## src/rtl/sample_burst_ctrl.sv

```systemverilog
// Burst capture controller: collects a decimated burst of samples into a small
// buffer on command, then drains it byte-by-byte to the UART transmitter.
module sample_burst_ctrl #(
    parameter int DATA_SIZE  = 8,
    parameter int DEPTH_LOG2 = 4
) (
    input  logic                 i_clock,
    input  logic                 i_reset,
    input  logic                 i_cmd_reset,
    input  logic                 i_cmd_sample,
    input  logic                 i_cmd_decim,
    input  logic [DATA_SIZE-1:0] i_param,
    input  logic [DATA_SIZE-1:0] i_data,
    input  logic                 i_data_valid,
    output logic [DATA_SIZE-1:0] o_tx_data,
    input  logic                 i_tx_ready,
    output logic                 o_tx_valid,
    output logic                 o_busy,
    output logic [3:0]           o_decim,
    output logic                 o_cmd_drop
);

    localparam int DEPTH = 1 << DEPTH_LOG2;

    typedef enum logic [1:0] {
        IDLE    = 2'd0,
        CAPTURE = 2'd1,
        DRAIN   = 2'd2
    } state_t;

    state_t                  state;
    state_t                  state_next;
    logic [3:0]              decim_q;
    logic [3:0]              active_d;
    logic [3:0]              decim_cnt;
    logic [3:0]              remaining;
    logic [DEPTH_LOG2-1:0]   wr_ptr;
    logic [DEPTH_LOG2-1:0]   rd_ptr;
    logic [DEPTH_LOG2-1:0]   last_idx;
    logic                    cmd_drop_q;
    logic [DATA_SIZE-1:0]    mem [DEPTH];

    logic                    start;
    logic                    capture_keep;
    logic                    tx_fire;
    logic                    drain_done;
    logic                    unused_param;

    assign unused_param = &{1'b0, i_param[DATA_SIZE-1:4]};

    // Valid/ready: a byte moves on any edge where o_tx_valid and i_tx_ready are
    // both high; valid and data stay stable until that happens.
    always_comb begin
        start        = (state == IDLE) && i_cmd_sample && !i_cmd_reset;
        capture_keep = (state == CAPTURE) && i_data_valid && (decim_cnt == 4'd0);
        tx_fire      = (state == DRAIN) && i_tx_ready;
        drain_done   = tx_fire && (rd_ptr == last_idx);
    end

    always_comb begin
        state_next = state;
        if (i_cmd_reset) begin
            state_next = IDLE;
        end else begin
            case (state)
                IDLE:    if (start) state_next = CAPTURE;
                CAPTURE: if (capture_keep && (remaining == 4'd0)) state_next = DRAIN;
                DRAIN:   if (drain_done) state_next = IDLE;
                default: state_next = IDLE;
            endcase
        end
    end

    always_ff @(posedge i_clock) begin
        if (i_reset) begin
            state      <= IDLE;
            decim_q    <= 4'd0;
            active_d   <= 4'd0;
            decim_cnt  <= 4'd0;
            remaining  <= 4'd0;
            wr_ptr     <= '0;
            rd_ptr     <= '0;
            last_idx   <= '0;
            cmd_drop_q <= 1'b0;
        end else begin
            state      <= state_next;
            cmd_drop_q <= i_cmd_sample && (state != IDLE) && !i_cmd_reset;
            if (i_cmd_decim) decim_q <= i_param[3:0];

            if (i_cmd_reset) begin
                decim_cnt <= 4'd0;
                remaining <= 4'd0;
                wr_ptr    <= '0;
                rd_ptr    <= '0;
                last_idx  <= '0;
            end else begin
                case (state)
                    IDLE: begin
                        if (i_cmd_sample) begin
                            // decim_q here is the pre-strobe value, so a decim
                            // strobe in the same cycle only affects later bursts.
                            remaining <= i_param[3:0];
                            last_idx  <= DEPTH_LOG2'(i_param[3:0]);
                            active_d  <= decim_q;
                            decim_cnt <= 4'd0;
                            wr_ptr    <= '0;
                            rd_ptr    <= '0;
                        end
                    end
                    CAPTURE: begin
                        if (i_data_valid) begin
                            if (decim_cnt == 4'd0) begin
                                wr_ptr    <= wr_ptr + 1'b1;
                                decim_cnt <= active_d;
                                if (remaining != 4'd0) remaining <= remaining - 1'b1;
                            end else begin
                                decim_cnt <= decim_cnt - 1'b1;
                            end
                        end
                    end
                    DRAIN: begin
                        if (tx_fire) rd_ptr <= rd_ptr + 1'b1;
                    end
                    default: ;
                endcase
            end
        end
    end

    always_ff @(posedge i_clock) begin
        if (!i_reset && !i_cmd_reset && capture_keep) mem[wr_ptr] <= i_data;
    end

    // Completion is tracked by last_idx rather than pointer equality because a
    // full 16-entry burst wraps wr_ptr back onto rd_ptr.
    assign o_tx_valid = (state == DRAIN);
    assign o_tx_data  = o_tx_valid ? mem[rd_ptr] : '0;
    assign o_busy     = (state != IDLE);
    assign o_decim    = decim_q;
    assign o_cmd_drop = cmd_drop_q;

endmodule
```

## config.mk

```make
export PLATFORM = sky130hd
export DESIGN_NAME = sample_burst_ctrl
export DESIGN_NICKNAME = d
export VERILOG_FILES = /design/src/rtl/sample_burst_ctrl.sv
export SDC_FILE = /design/constraint.sdc
export NUM_CORES = 1
export LEC_CHECK = 0
export ABC_AREA = 1
export CORE_ASPECT_RATIO = 0.75
export CORE_MARGIN = 2
export CORE_UTILIZATION = 40
export CTS_BUF_LIST = sky130_fd_sc_hd__clkbuf_4 sky130_fd_sc_hd__clkbuf_8 sky130_fd_sc_hd__clkbuf_16
export DETAILED_ROUTE_END_ITERATION = 7
export GPL_ROUTABILITY_DRIVEN = 0
export PLACE_DENSITY_LB_ADDON = 0.3
export SKIP_LAST_GASP = 1
export SLEW_MARGIN = 10
export SYNTH_ARGS = -nofsm -noshare
export SYNTH_HDL_FRONTEND = slang
export SYNTH_SLANG_ARGS = --single-unit
export TNS_END_PERCENT = 10
```

## constraint.sdc

```tcl
create_clock -name i_clock -period 5.48 [get_ports i_clock]
set_input_delay 0.822 -clock i_clock [delete_from_list [all_inputs] [get_ports i_clock]]
set_output_delay 0.822 -clock i_clock [all_outputs]
set_load 0.02 [all_outputs]
```

==> Flow_metrics.wiki <==
{| class="wikitable"
! Metric !! Value
|-
| Worst Hold Depth || 2
|-
| Maximum clock insertion buffer count || 2
|-
| Synthesis warning total || 0
|-
| HPWL Detailed || just under 10000 um
|-
| Mapped Avg Cell Area || around 9.6 sq um
|-
| Via count of the routed design || slightly below 5000
|-
| Part of the power in the clock network || 0.450
|-
| Sort of element at the start of the critical path || flip-flop
|-
| Final Util || 0.4734
|-
| Leakage power summed over all cells || around 3.3 nW
|-
| RSZ-0062 raised after global routing || false
|-
| Synth unique cells || 29
|-
| Share of total power consumed by net switching || 0.2147
|-
| Core area || 0.01755 sq mm
|-
| Setup-failing EPs final || 0
|-
| Power per cell area || 323.2 mW/mm^2
|-
| Fin crit share || 0.7444
|-
| Remaining max-slew budget at the tightest pin || 0.2147
|-
| Die footprint || between 0.015 and 0.02 sq mm
|-
| Critical Setup Path Class || reg -> out
|-
| Clock tree root buffer cell || sky130_fd_sc_hd__clkbuf_16
|-
| Standard cell area after detailed placement || roughly 0.0077 sq mm
|-
| FF/Latch Area || around 0.0045 sq mm
|-
| Final critical delay including setup and external delays || between 4 and 5 ns
|-
| Total of max-cap violations || 0
|-
| Filler Cells Inserted || around 1600
|-
| Cell with the biggest individual delay on the critical path || sky130_fd_sc_hd__inv_1
|-
| Total I/O pin count || 38
|-
| CP required || 4.66 ns
|-
| Finished Cell Area || 0.008309 sq mm
|-
| Total of hold buffers inserted after clock tree synthesis || 0
|-
| Maximum number of pins on one net before global-route repair || 65
|-
| Num Clock Sinks || 163
|-
| H-tree depth reported by CTS || 4
|-
| Min-delay worst type || reg -> reg
|-
| Cell count after placement || 998
|-
| Fraction of layout instances using a drive strength above 1 || 0.07234
|-
| Startpoint of the lowest-slack hold path || active_d[2]$_SDFFE_PP0P_
|-
| Average via count per standard cell || 4.779
|-
| Switching power || 0.5766 mW
|-
| Sequential cell area fraction in the yosys report || 0.6363
|-
| Cell Int Power || 2.109 mW
|-
| Clock transition at the registers of the reported paths || 0.06 ns
|-
| Antenna cell count || 0
|-
| Logic pwr share || 0.049
|-
| Slew at the pin with the worst max-slew slack || 1.177 ns
|-
| Count of cells along the worst register-to-register path || 6
|-
| Max Clock Freq || approximately 250 MHz
|-
| Met2 global-route usage || 0.2527
|-
| Hold Vio Cnt, Final || 0
|-
| Final #Nets || around 810
|-
| Horiz. Die Dim || approximately 160 um
|-
| Number of buffers inserted by port buffering || 33
|-
| Remaining global-route overflow || 0
|-
| Largest incremental delay on the critical path || ~0.90 ns
|-
| Area of the mapped netlist || 0.007142 sq mm
|-
| Hold slack final || between 0.4 and 0.5 ns
|-
| Largest fanout on the critical path || 33
|-
| DRT Wirelength || approximately 16000 um
|-
| Total setup buffers inserted after CTS || 0
|-
| Clock tree from TritonCTS || yes
|-
| Crit end category || output pin
|-
| Synthesized net count || 777
|-
| Setup slack after placement || between 1.5 and 2 ns
|-
| Status || completed
|-
| Synth-to-layout area growth || 16.35%
|-
| Post-Synthesis Cells || 745
|-
| Grt met3 use || 0.05381
|-
| Wire length of the first global-routing pass || roughly 25000 um
|-
| Final number of max-transition violations || 0
|-
| Crit path DAT || 3.26 ns
|-
| Number of global-route vias before repair || 4595
|-
| Die boundary height || 119.7 um
|-
| Maximum resistive drop on vdd || approximately 240 uV
|-
| Post-layout instance count excluding filler cells || 1030
|-
| GR Util All Layers || 0.1776
|-
| Most prevalent standard cell on the critical path || sky130_fd_sc_hd__nand3_1
|-
| Total of flip-flops plus latches after synthesis || 163
|-
| Power Total || 2.686 mW
|-
| Setup_tns || 0 ns
|-
| Worst clock skew || approximately 0.0063 ns
|-
| Worst R2R Setup Slack || between 3 and 4 ns
|-
| Global-route met1 utilization || 0.2642
|-
| Critical Path, Cell by Cell || buf_4 -> inv_1 -> nand3_1 -> nand3_1 -> nand3_1 -> a21oi_1 -> clkdlybuf4s50_1
|-
| Cts bufs inserted || 17
|-
| Post-cts repair resize count || 0
|-
| # DRC || 0
|-
| Number of search-and-repair iterations in the first detailed-routing pass || 5
|-
| Worst r2r src || decim_cnt[0]$_SDFFE_PP0P_
|-
| Starting utilization of the core area || 0.4069
|-
| ANT nets after route || 0
|-
| Worst Slack Setup Final || roughly 1.4 ns
|-
| Antenna violations before repair || 0
|-
| First DRT Iteration DRCs || between 500 and 600
|-
| Share of power burned in registers || 0.501
|-
| Multi-input combinational cell area || 0.002120 sq mm
|-
| Total number of placement rows || 42
|-
| Clock network latency to the later pin of the worst-skew pair || 0.42 ns
|-
| Most used routing layer in global routing || met1
|-
| WL/cell || ~15 um
|}
-- cells in the final DEF, fill, tap and decap left out, types with 2 or more instances in the layout --
cell type and instances:
sky130_fd_sc_hd__clkdlybuf4s50_1 33, sky130_fd_sc_hd__inv_1 90, sky130_fd_sc_hd__nor3_1 2, sky130_fd_sc_hd__nor2_4 3
sky130_fd_sc_hd__buf_4 4, sky130_fd_sc_hd__dfxtp_1 34, sky130_fd_sc_hd__nand3_1 89, sky130_fd_sc_hd__clkinv_4 2
sky130_fd_sc_hd__nand2_1 249, sky130_fd_sc_hd__nor2_2 5, sky130_fd_sc_hd__o21ai_0 14, sky130_fd_sc_hd__edfxtp_1 128
sky130_fd_sc_hd__ha_1 9, sky130_fd_sc_hd__inv_4 3, sky130_fd_sc_hd__clkbuf_16 21, sky130_fd_sc_hd__nor2_1 42
sky130_fd_sc_hd__inv_2 6, sky130_fd_sc_hd__nand2_4 3, sky130_fd_sc_hd__clkbuf_8 3, sky130_fd_sc_hd__xnor2_1 3
sky130_fd_sc_hd__xor2_1 4, sky130_fd_sc_hd__a21oi_1 27
-- Yosys cell counts, drive strengths merged --
| library cell | n | share of area |
|---|---|---|
| ha | 9 | 0.016 |
| inv | 96 | 0.050 |
| clkbuf | 9 | 0.0047 |
| o211ai | 1 | 0.0011 |
| o21a | 1 | 0.0011 |
| nand4 | 1 | 0.00088 |
| nor2 | 50 | 0.031 |
| xnor2 | 3 | 0.0037 |
| a21oi | 28 | 0.020 |
| o21ai | 15 | 0.011 |
| and3 | 1 | 0.00088 |
| nor3 | 3 | 0.0037 |
| xor2 | 4 | 0.0049 |
| buf | 17 | 0.012 |
| edfxtp | 128 | 0.54 |
| a31oi | 1 | 0.00088 |
| nand3 | 90 | 0.064 |
| nand2 | 253 | 0.14 |
| dfxtp | 35 | 0.098 |
-- kinds of logic (layout without fill, tap and decap cells) --
family | after synthesis | after routing | share of synthesized area
fa+ha+maj | 9 | 9 | 0.01577
flops | 163 | 163 | 0.6363
simple gates | 398 | 398 | 0.2388
buf+inv | 122 | 165 | 0.06692
xor+xnor | 7 | 7 | 0.008585
compound gates | 46 | 46 | 0.03364
-- state kept, by name, summed over array words and instances (netlist names), named ones only --
register,cells
mem,128
active_d,4
decim_cnt,4
last_idx,4
o_decim,4
rd_ptr,4
remaining,4
wr_ptr,4
state,2
o_cmd_drop,1
-- final cells by class --
cell class,instances,share of cell area
timing repair buffer,37,0.04337
sequential,163,0.5471
clock buffer,24,0.06821
clock inverter,8,0.006475
inverter,96,0.04337
tap,242,0.03644
multi-input combinational,460,0.2551
-- power groups by stage --
stage / sequential, mW / clock (mW) / combinational (mW)
finish: 1.35 / 1.21 / 0.131
global route: 1.35 / 1.28 / 0.147
CTS: 1.34 / 1.23 / 0.132
detailed placement: 1.37 / 0 / 0.132
global placement: 1.37 / 0 / 0.131
floorplan: 1.37 / 0 / 0.0733
-- critical path, delay by kind of cell, from the launching register on --
| kind | cells | cell delay (ns) |
|---|---|---|
| compound gates | 1 | 0.31 |
| buf+inv | 3 | 1.82 |
| flops | 1 | 0.30 |
| simple gates | 3 | 0.38 |
-- per-layer routing --
layer  vias to the layer above  wire length, um
li1                       2479                -
met1                      2277             7529
met4                         0              165
met2                       150             6766
met5                         -                0
met3                        16             1172
-- worst paths after layout --
| path | to |
|---|---|
| max | o_tx_data[1] |
| min | active_d[2]$_SDFFE_PP0P_ |
| max reg2reg | mem[3][1]$_DFFE_PP_ |
| min reg2reg | active_d[2]$_SDFFE_PP0P_ |
Note: power is estimated with default switching activity, not from simulation.
